==> config.mk <==
export PLATFORM = sky130hd
export DESIGN_NAME = tcb_lib_demultiplexer_pipelined
export DESIGN_NICKNAME = d
export VERILOG_FILES = /design/src/rtl/tcb_lib_demultiplexer_pipelined_pkg.sv /design/src/rtl/tcb_lib_decoder.sv /design/src/rtl/tcb_lib_error_responder.sv /design/src/rtl/tcb_lib_demultiplexer_pipelined.sv
export SDC_FILE = /design/constraint.sdc
export NUM_CORES = 1
export LEC_CHECK = 0
export BUFFER_PORTS_ARGS = -buffer_cell sky130_fd_sc_hd__buf_2
export CAP_MARGIN = 20
export CORE_AREA = 5 5 173 175
export DETAILED_ROUTE_END_ITERATION = 7
export DIE_AREA = 0 0 178 180
export PLACE_DENSITY_LB_ADDON = 0.08
export SYNTH_ARGS = -nofsm -noshare
export SYNTH_HDL_FRONTEND = slang
export SYNTH_SLANG_ARGS = --single-unit
==> constraint.sdc <==
create_clock -name clk -period 1.9 [get_ports clk]
set_input_delay 0.285 -clock clk [delete_from_list [all_inputs] [get_ports clk]]
set_output_delay 0.285 -clock clk [all_outputs]
set_load 0.02 [all_outputs]
==> src/rtl/tcb_lib_demultiplexer_pipelined_pkg.sv <==
// Shared TCB transfer types and bus defaults for the pipelined demultiplexer.
package tcb_lib_demultiplexer_pipelined_pkg;

  localparam int TCB_ADR = 32;
  localparam int TCB_DAT = 32;
  localparam int TCB_BYT = TCB_DAT / 8;
  localparam int TCB_DLY = 1;

  typedef struct packed {
    logic               lck;
    logic               wen;
    logic [TCB_ADR-1:0] adr;
    logic [1:0]         siz;
    logic [TCB_BYT-1:0] byt;
    logic [TCB_DAT-1:0] wdt;
  } tcb_req_t;

  typedef struct packed {
    logic err;
  } tcb_sts_t;

  typedef struct packed {
    logic [TCB_DAT-1:0] rdt;
    tcb_sts_t           sts;
  } tcb_rsp_t;

  typedef enum logic {
    LCK_IDLE   = 1'b0,
    LCK_LOCKED = 1'b1
  } tcb_lck_e;

endpackage

==> src/rtl/tcb_lib_decoder.sv <==
// Address decoder: lowest-index pattern/mask match wins, miss when nothing matches.
module tcb_lib_decoder #(
  parameter int                      IFN = 3,
  parameter int                      IFL = $clog2(IFN),
  parameter int                      ADR = 32,
  parameter logic [IFN-1:0][ADR-1:0] DAM = '0,
  parameter logic [IFN-1:0][ADR-1:0] DMK = '0
)(
  input  logic [ADR-1:0] adr,
  output logic [IFL-1:0] sel,
  output logic           miss
);

  // Scan from the top so the lowest matching index is the last one written.
  always_comb begin
    sel  = '0;
    miss = 1'b1;
    for (int i = IFN-1; i >= 0; i--) begin
      if ((adr & DMK[i]) == (DAM[i] & DMK[i])) begin
        sel  = IFL'(i);
        miss = 1'b0;
      end
    end
  end

endmodule

==> src/rtl/tcb_lib_error_responder.sv <==
// Always-ready TCB subordinate that answers every transfer with rdt=0, sts.err=1 after DLY cycles.
module tcb_lib_error_responder
  import tcb_lib_demultiplexer_pipelined_pkg::*;
#(
  parameter int DLY = TCB_DLY
)(
  input  logic     clk,
  input  logic     rst,
  input  logic     vld,
  output logic     rdy,
  output tcb_rsp_t rsp
);

  logic err_dly;

  assign rdy         = 1'b1;
  assign rsp.rdt     = '0;
  assign rsp.sts.err = err_dly;

  if (DLY == 0) begin : g_comb
    assign err_dly = vld;
  end else begin : g_pipe
    logic [DLY-1:0] vld_p;
    always_ff @(posedge clk or posedge rst) begin
      if (rst) begin
        vld_p <= '0;
      end else begin
        for (int i = DLY-1; i >= 1; i--) vld_p[i] <= vld_p[i-1];
        vld_p[0] <= vld;
      end
    end
    assign err_dly = vld_p[DLY-1];
  end

endmodule

==> src/rtl/tcb_lib_demultiplexer_pipelined.sv <==
// TCB demultiplexer with built-in decoder, in-flight select pipeline, lock tracking and error reporting.
module tcb_lib_demultiplexer_pipelined
  import tcb_lib_demultiplexer_pipelined_pkg::*;
#(
  parameter int                      IFN = 3,
  parameter int                      IFL = $clog2(IFN),
  parameter int                      ADR = TCB_ADR,
  parameter int                      DLY = TCB_DLY,
  parameter logic [IFN-1:0][ADR-1:0] DAM = {32'h0002_0000, 32'h0001_0000, 32'h0000_0000},
  parameter logic [IFN-1:0][ADR-1:0] DMK = {32'h0002_0000, 32'h0003_0000, 32'h0003_0000},
  parameter bit                      ERR = 1'b1,
  parameter int                      CNW = 16
)(
  input  logic                  clk,
  input  logic                  rst,
  input  logic                  sub_vld,
  input  tcb_req_t              sub_req,
  output logic                  sub_rdy,
  output tcb_rsp_t              sub_rsp,
  output logic     [IFN-1:0]    man_vld,
  output tcb_req_t [IFN-1:0]    man_req,
  input  logic     [IFN-1:0]    man_rdy,
  input  tcb_rsp_t [IFN-1:0]    man_rsp,
  output logic                  dec_err,
  output logic     [CNW-1:0]    err_cnt,
  output logic                  busy
);

  typedef struct packed {
    logic           vld;
    logic           err;
    logic [IFL-1:0] sel;
  } tcb_dmx_stage_t;

  logic [IFL-1:0] dec_sel;
  logic [IFL-1:0] sel;
  logic           miss;
  logic           lckerr;
  logic           err;
  logic           trn;
  logic           erp_rdy;
  tcb_rsp_t       erp_rsp;
  tcb_lck_e       lck_state;
  logic [IFL-1:0] lck_idx;
  tcb_dmx_stage_t stg_p0;
  tcb_dmx_stage_t stg_out;

  tcb_lib_decoder #(
    .IFN (IFN),
    .IFL (IFL),
    .ADR (ADR),
    .DAM (DAM),
    .DMK (DMK)
  ) u_dec (
    .adr  (sub_req.adr[ADR-1:0]),
    .sel  (dec_sel),
    .miss (miss)
  );

  // Without the error responder, unmapped addresses fall through to the last port.
  assign sel    = (miss && !ERR) ? IFL'(IFN-1) : dec_sel;
  assign lckerr = (lck_state == LCK_LOCKED) && !(miss && ERR) && (sel != lck_idx);
  assign err    = (miss && ERR) || lckerr;

  assign sub_rdy = err ? erp_rdy : man_rdy[sel];
  assign trn     = sub_vld && sub_rdy;

  always_comb begin
    man_vld = '0;
    man_req = '0;
    for (int i = 0; i < IFN; i++) begin
      man_req[i] = sub_req;
      man_vld[i] = sub_vld && !err && !rst && (sel == IFL'(i));
    end
  end

  tcb_lib_error_responder #(
    .DLY (DLY)
  ) u_erp (
    .clk (clk),
    .rst (rst),
    .vld (stg_p0.err),
    .rdy (erp_rdy),
    .rsp (erp_rsp)
  );

  // Stage 0: transfer captured combinationally.
  assign stg_p0 = '{vld: trn, err: trn && err, sel: sel};

  // Stages 1..DLY: registered select history, stage DLY steers the response.
  if (DLY == 0) begin : g_comb
    assign stg_out = stg_p0;
    assign busy    = 1'b0;
  end else begin : g_pipe
    tcb_dmx_stage_t stg_p [1:DLY];
    always_ff @(posedge clk or posedge rst) begin
      if (rst) begin
        for (int i = 1; i <= DLY; i++) stg_p[i] <= '0;
      end else begin
        for (int i = DLY; i >= 2; i--) stg_p[i] <= stg_p[i-1];
        stg_p[1] <= stg_p0;
      end
    end
    always_comb begin
      busy = 1'b0;
      for (int i = 1; i <= DLY; i++) busy = busy | stg_p[i].vld;
    end
    assign stg_out = stg_p[DLY];
  end

  assign sub_rsp = stg_out.err ? erp_rsp : man_rsp[stg_out.sel];

  always_ff @(posedge clk or posedge rst) begin
    if (rst) begin
      lck_state <= LCK_IDLE;
      lck_idx   <= '0;
    end else if (trn && !err) begin
      case (lck_state)
        LCK_IDLE: begin
          if (sub_req.lck) begin
            lck_state <= LCK_LOCKED;
            lck_idx   <= sel;
          end
        end
        LCK_LOCKED: begin
          if (!sub_req.lck) lck_state <= LCK_IDLE;
        end
        default: lck_state <= LCK_IDLE;
      endcase
    end
  end

  always_ff @(posedge clk or posedge rst) begin
    if (rst) begin
      dec_err <= 1'b0;
      err_cnt <= '0;
    end else begin
      dec_err <= trn && err;
      if (trn && err && (err_cnt != '1)) err_cnt <= err_cnt + CNW'(1);
    end
  end

endmodule

* Word level (Yosys, flattened, before mapping)
Cells that the tools add are included.
** Word-level totals
- Register bits :: 23
- Input bits :: 177
- Output and inout bits :: 271
- Word-level logic and storage cells :: 46
** Operators by class
- $add $sub $neg :: 1
- Order comparisons :: 2
- Equal/unequal tests :: 5
- Mux-type cells :: 13
- Bitwise gates (word level) :: 1
- Reduce and logical (&&, ||, !) cells :: 18
** Operator list (count)
- $bmux 33 s2 :: 1
- $mux 33 :: 2
- $logic_not 32->1 :: 1
- $add 16x1->16 const B :: 1
- $ne 16x16->1 const B :: 1
- $logic_and 1x1->1 :: 11
- $lt 2x3->1 const B :: 2
- $mux 1 :: 6
- $mux 2 :: 3
- $eq 2x1->1 const B :: 2
- $logic_not 1->1 :: 3
- $reduce_and 3->1 :: 1
- $bmux 1 s2 :: 1
- $eq 2x2->1 const B :: 1
- $logic_not 2->1 :: 1
- $ne 2x2->1 :: 1
- $logic_or 1x1->1 :: 1
- $not 1->1 :: 1

* Logic depth before layout (Yosys ltp)
Gate-level depths: netlist (run 1).
- Depth after elaboration :: 11
- Depth in mapped cells :: 6
- Depth with buffers taken out :: 6

* By module
A second synthesis (run 1) with hierarchy kept.
** Second synthesis, totals
- Cells, all modules :: 543
- Area total of the unflattened synthesis :: 4147.7 sq um
** By module, submodules not included
- tcb_lib_demultiplexer_pipelined :: instances 1, cells an instance 501, area each 3834.9 sq um, sequential area each 575.6 sq um
- tcb_lib_error_responder :: instances 1, cells an instance 38, area each 291.5 sq um, sequential area each 25.0 sq um
- tcb_lib_decoder :: instances 1, cells an instance 4, area each 21.3 sq um, sequential area each 0.0 sq um

* Worst setup path before layout (run 1)
No wires, ideal clock.
- Path kind :: input-to-output
- Start point :: input port sub_req[55] in the netlist's numbering
- End point :: output port man_vld[1]
- Arrival :: 1.824 ns
- Data required time :: 1.615 ns
- Setup slack :: -0.209 ns
- Stages :: 5
- Path buffers :: 1
- Path through :: buf_2 -> or4_4 -> o2111ai_4 -> nand3_1 -> nor3b_1
** On the way
- Cells in the longest elaborated chain, start to end :: 11
- Elaborated cells on any way between the ends :: 18
- Classes of those cells :: eq/ne (3); mux (6); reduce/logical (9)
** RTL lines
- start: declaration :: line tcb_lib_demultiplexer_pipelined.sv:17 : input tcb_req_t sub_req,
- branches (longest 10 deep; another with $logic_not 32->1)
- $logic_and 1x1->1 (*) :: line tcb_lib_demultiplexer_pipelined.sv:73 : man_vld[i] = sub_vld && !err && !rst && (sel == IFL'(i));
- end: declaration :: line tcb_lib_demultiplexer_pipelined.sv:20 : output logic [IFN-1:0] man_vld,
Every way passes the cells marked *.

* Worst setup path after layout (run 1)
- Start point :: register lck_idx[1]
- End point :: output port man_vld[1]
** On the way
- Cells in the longest elaborated chain, start to end :: 7
** RTL lines
- start: declaration :: line tcb_lib_demultiplexer_pipelined.sv:44 : logic [IFL-1:0] lck_idx;
- start signal: assignment :: line tcb_lib_demultiplexer_pipelined.sv:122 : lck_idx <= sel;
- $ne 2x2->1 :: line tcb_lib_demultiplexer_pipelined.sv:62 : assign lckerr = (lck_state == LCK_LOCKED) && !(miss && ERR) && (sel != lck_idx);
- $logic_and 1x1->1 :: line tcb_lib_demultiplexer_pipelined.sv:62
- $logic_or 1x1->1 :: line tcb_lib_demultiplexer_pipelined.sv:63 : assign err = (miss && ERR) || lckerr;
- $logic_not 1->1 :: line tcb_lib_demultiplexer_pipelined.sv:73
- $logic_and 1x1->1 (3 in series) :: line tcb_lib_demultiplexer_pipelined.sv:73
Every way passes these cells.

==> impl_metrics.toml, run 1 <==
[run]
max_cap_viol_count = 0

[power_and_ir_drop]
p_clk_share_pct = 16.4
ir_drop_mv = 0.337
p_int_w = 0.00169
p_per_area_nw_per_um2 = 748
leakage_nw = 1.93
power_frac_seq_pct = 23.2
switching_share_pct = 43.0
p_sw_w = 0.00128
comb_power_share_pct = 60.4

[logic_synthesis]
synth_area_leaders = "buf_4 (46%), dfrtp_1 (16%), mux2i_1 (9.6%)"
synthFlopType = "dfrtp_1"
ys_warn_count = 0
syn_nets = 639
synth_cells = 461
ys_types = 35
ys_seq_elements = 23
synth_edf_count = 0
synthArstFlopShare_pct = 100
yosys.area.top_type_share_pct = 45.5
synth_largest_area_cell = "buf_4"
synth_area_um2 = 3560
synth-seq-area-share_pct = 16.2
syn_area_per_cell_um2 = 7.73

[status]
violations = "setup timing"
outcome = "finished with violations"

[worst_setup_path]
cp.required_ps = 1620
crit_slowest_cell = "or4_4"
start_kind = "flop"
crit_type = "reg -> out"
reg2reg_from = "lck_idx[1]"
reg2regPathDepth = 9
worst_ep_arrival_time_ps = 1750
crit_path_max_incr_delay_ps = 530
r2r_slack_ps = -80
path_cells = "or4_4 > o2111ai_4 > nand3_4 > nor3b_4 > buf_6"
cp-end-kind = "output pin"
critPathMaxFanout = 3
worstReg2RegEnd = "err_cnt[1]"

[floorplan]
die_area_um2 = 32000
fp.dieH_um = 180
initial_core_util_pct = 12.6
fp.dieW_um = 178
core_um2 = 28300
ioPinCount = 448
rows = 62

[timing]
max_freq_mhz = 491
worst_pin_slew_ps = 367
holdWs_ps = 142
maxSlewViolCount = 0
fin_crit_sh_pct = 107
hold_violations = 0
rsz0062_at_grt = "true"
relSlewSlack_pct = 75.5
finalCriticalPeriod_ps = 2030
layout_setup_ws_ps = -135
finalSetupViolCount = 28
skew_ps = 4.61

[cts]
clockBufferDepth = 2
cts.clk_slew.worst_paths_ps = 70
clock-sinks = 23
htreeDepth = 1
numCtsBuffers = 3
cts_tree = "done"
cts_root_buffer = "clkbuf_16"
clk_latency_ps = 270

[drt]
drtAntennaViolNets = 0
vias_per_cell = 3.27
wl_um = 14900
drc = 0
drt_iter0_drc = 47
vias = 2714
wl_per_cell_um = 17.9
drt_pre_antenna_iters = 4

[global_route]
grt_max_degree = 35
grt_pass1_vias = 2962
track_usage_pct = 8.59
overflow = 0
antenna_found_initial = 2
grt_first_pass_wirelength_um = 20700

[hold_path]
hold_class = "in -> async"

[finish]
layout-drive-gt1-share_pct = 57.0
fin_nets = 625
area_growth_pct = 11.3
final_core_util_pct = 14.0

[placed_design]
io_buffers = 171
gp_congestion = 0.684
dp_hpwl_um = 12700
place_ws_ps = 38.6
## power by group through the flow
| stage | Sequential (W) | Clock, W | Combinational (W) |
|---|---|---|---|
| after floorplan | 0.000762 | 0 | 0.00139 |
| after global placement | 0.000693 | 0 | 0.00152 |
| after detailed placement | 0.000694 | 0 | 0.00152 |
| after CTS | 0.000683 | 0.000515 | 0.00165 |
| after global routing | 0.000701 | 0.000521 | 0.00195 |
| final | 0.000687 | 0.000488 | 0.00179 |
## metal layers
metal / share of wire [%] / routed length (um) / vias to the layer above / track usage [%]
met5: 0.087 / 13 / - / 0
met4: 0.71 / 106 / 2 / 1.11
met2: 56 / 8350 / 209 / 17.1
met3: 11 / 1610 / 13 / 3.32
li1: - / - / 1248 / -
met1: 32 / 4830 / 1242 / 8.40
## cell usage in the layout, fill, tap and decap left out, types with 2 or more instances in the layout
cell type	instances
nand3_1	5
xor2_1	3
nand2_1	7
mux2i_1	32
nand4_1	4
nor2_2	4
and2_1	2
buf_4	42
a21oi_1	26
buf_2	150
buf_12	6
buf_6	16
inv_1	4
a21oi_2	7
xnor2_1	11
dfrtp_1	22
nor2_1	64
clkbuf_16	3
o21ai_0	2
nand4b_1	2
mux2_2	2
## cell families (layout without fill, tap and decap cells)
group,count (synthesis),after routing,share of synthesized area [%]
other cells,0,1,0
fa+ha+maj,1,1,0.351
mux,37,37,10.5
xor+xnor,15,15,3.69
buf+inv,238,223,48.0
simple gates,106,106,13.7
compound gates,41,41,7.59
flops,23,23,16.2
## layout make-up
type | instances | area [um^2]
timing repair buffer | 215 | 1380
clock buffer | 3 | 75.1
antenna | 1 | 2.50
clock inverter | 1 | 5.00
inverter | 4 | 15.0
tap | 384 | 480
sequential | 23 | 577
multi-input combinational | 200 | 1430
fill | 3283 | 24300
## metrics by stage
step / total power [W] / cells / TNS (ps) / cell area [um^2]
after floorplan: 0.00215 / 461 / 0 / 3600
after global placement: 0.00221 / 813 / 0 / 3530
after detailed placement: 0.00221 / 813 / 0 / 3530
after CTS: 0.00285 / 822 / -1450 / 3770
after global routing: 0.00317 / 831 / -4890 / 3970
final: 0.00297 / 831 / -944 / 3970
## state kept, by name, summed over array words and instances, names as in the netlist
signal,flops
lck_state,1
lck_idx,2
err_cnt,16
busy,1
dec_err,1
g_pipe.stg_p,2
## synthesized netlist by cell type (3+ instances only)
| cell | count |
|---|---|
| nor2_1 | 69 |
| dfrtp_1 | 23 |
| nand3_1 | 7 |
| inv_1 | 4 |
| o21ai_0 | 3 |
| mux2i_1 | 34 |
| nand4_1 | 4 |
| clkbuf_1 | 12 |
| buf_4 | 216 |
| nand2_1 | 8 |
| buf_2 | 4 |
| xnor2_1 | 12 |
| nor3_1 | 3 |
| a21oi_1 | 33 |
| xor2_1 | 3 |
## timing repair
item,CTS,global route
setup endpoints to repair,36,49
pin swaps,4,6
hold buffers,0,0
resized for setup,32,36
buffers inserted,6,9
## worst max-delay path by stage
stage                start          to  slack [ps]
6_report        lck_idx[1]  man_vld[1]        -130
5_1_grt         lck_idx[1]  man_vld[1]        -200
2_1_floorplan  sub_req[55]  man_vld[1]          40
3_5_place_dp   sub_req[55]  err_cnt[1]          40
4_1_cts         lck_idx[1]  man_vld[1]        -160
3_3_place_gp   sub_req[55]  err_cnt[1]          40
## critical path, delay by kind of cell, from the launching register on
kind | cells | cell delay [ps]
simple gates | 3 | 860
flops | 1 | 380
buf+inv | 1 | 140
compound gates | 1 | 110
No activity file was read; power rests on OpenSTA's default activity.
==> inputs of run 2 (changes only) <==
Settings changed: GPL_TIMING_DRIVEN set to 0, RECOVER_POWER set to 50.
==> run 2 against run 1 <==
The run still ends with setup timing left. Wire length is 33% higher. Combinational power rose by 41%. Design area rose by 68%. Core utilization up 9.6 points. Via count up 51%. Clock power decreased by 5.1%. Power increased by 25%. Non-clock buffer count grew 416. First-iteration DRC count increased by 94%. Sequential share of layout area fell by 5.9 points. Largest cell class is now buffers. Highest routed layer unchanged.
==> impl_metrics.toml, run 2 (synthesis results as in run 1) <==
[global_route]
overflow = 0
track_usage_pct = 10.9
grt_pass1_vias = 3868
grt_max_degree = 20
grt_first_pass_wirelength_um = 26400
antenna_found_initial = 8

[drt]
drc = 0
wl_um = 19900
wl_per_cell_um = 15.9
drt_iter0_drc = 91
vias = 4111
drtAntennaViolNets = 0
vias_per_cell = 3.29
drt_pre_antenna_iters = 4

[worst_setup_path]
reg2reg_from = "lck_idx[1]"
worstReg2RegEnd = "err_cnt[1]"
worst_ep_arrival_time_ps = 1760
cp-endpoint = "man_vld[1]"
crit_type = "reg -> out"
cp.required_ps = 1620
start_kind = "flop"
cp-end-kind = "output pin"
r2r_slack_ps = -130
reg2regPathDepth = 8
critPathMaxFanout = 3
crit_start = "lck_idx[1]"

[finish]
reg_top3 = "err_cnt (16), g_pipe.stg_p (2), lck_idx (2)"
largest_reg_flops = 16
area_growth_pct = 87.4
fin_nets = 1041
layout_commonest_cell = "buf_2"
design_area_um2 = 6680
regMostFlops = "err_cnt"
layout-drive-gt1-share_pct = 78.3
final_cell_mix = "buf_2 (347), buf_4 (251), nor2_1 (63), mux2i_1 (31), dfrtp_1 (20)"
stdcell_count = 1249

[floorplan]
initial_core_util_pct = 12.6
rows = 62
ioPinCount = 448
fp.dieH_um = 180
die_area_um2 = 32000
fp.dieW_um = 178
core_um2 = 28300

[cts]
htreeDepth = 1
cts_root_buffer = "clkbuf_16"
cts.clk_slew.worst_paths_ps = 60
clock-sinks = 23
cts_tree = "done"
cts_hold_buf = 0
numCtsBuffers = 3
clockBufferDepth = 2
clk_latency_ps = 250

[timing]
relSlewSlack_pct = 69.0
setup-tns-final_ps = -840
layout_setup_ws_ps = -144
finalCriticalPeriod_ps = 2040
holdWs_ps = 10.7
hold_violations = 0
skew_ps = 2.18
max_freq_mhz = 489
finalSetupViolCount = 15
maxSlewViolCount = 0
fin_crit_sh_pct = 108
rsz0062_at_grt = "true"
worst_pin_slew_ps = 466

[placed_design]
dp_hpwl_um = 17400
io_buffers = 377
post-place-cells = 1223
dpl_cell_area_um2 = 5990
gp_congestion = 0.757
place_ws_ps = -401

[power_and_ir_drop]
p_per_area_nw_per_um2 = 555
p_sw_w = 0.00165
leakage_nw = 3.75
power_frac_seq_pct = 19.2
comb_power_share_pct = 68.3
ir_drop_mv = 0.456
p_int_w = 0.00205
switching_share_pct = 44.6
p_clk_share_pct = 12.5

[run]
max_cap_viol_count = 0

[hold_path]
hold_class = "in -> async"

[status]
outcome = "finished with violations"
violations = "setup timing"
==> run 2: cell types whose count changed in the layout (fill, tap and decap cells not counted), moves of 3 or more <==
cell / change
clkbuf_2: +4
a21oi_2: +8
a21oi_1: -9
clkbuf_1: +3
buf_4: +209
clkbuf_16: +5
buf_2: +197
==> run 2: worst min path at each step <==
stage	end	slack [ps]	depth (start not counted)
finish	lck_idx[1]	10	2
global route	lck_idx[1]	30	2
CTS	lck_idx[1]	8	2
detailed placement	lck_idx[1]	290	2
global placement	err_cnt[5]	490	1
floorplan	busy	320	1
==> run 2: power groups by stage <==
stage	combinational (W)	sequential (W)	clock [W]
2_1_floorplan	0.00139	0.000762	0
3_5_place_dp	0.00225	0.000709	0
3_3_place_gp	0.00226	0.000716	0
5_1_grt	0.00272	0.000731	0.000506
4_1_cts	0.00237	0.000704	0.000480
6_report	0.00253	0.000710	0.000463
==> run 2: area by class of cell <==
class | instances | area (um^2)
buffer | 232 | 1780
tap | 384 | 480
fill | 3189 | 21600
multi-input combinational | 200 | 1440
clock buffer | 4 | 78.8
antenna | 3 | 7.51
sequential | 23 | 579
timing repair buffer | 399 | 2290
inverter | 4 | 15.0
==> run 2: stage by stage <==
stage / total power [W] / util, %
after floorplan: 0.00215 / -
after detailed placement: 0.00295 / 21.2
after CTS: 0.00355 / 21.9
after global routing: 0.00396 / 23.6
final: 0.00371 / 23.6
after global placement: 0.00297 / 21.1
==> run 2: worst max-delay path: stages (launching register included) <==
cell	delay [ps]
dfrtp_1	380
or4_4	550
o2111ai_4	100
nand3_4	140
nor3b_4	200
buf_6	140
==> run 2: layer usage <==
layer	share of wire, %	global-route usage, %
met1	30	9.72
met2	59	22.9
met3	9.7	3.63
met4	1.3	2.20
met5	0.43	0
==> run 2: repair_timing <==
| item | 4_1_cts | 5_1_grt |
|---|---|---|
| gates cloned | 0 | 5 |
| gates resized for setup | 34 | 82 |
| setup endpoints to repair | 37 | 50 |
| pin swaps | 3 | 21 |
| setup buffers | 7 | 9 |
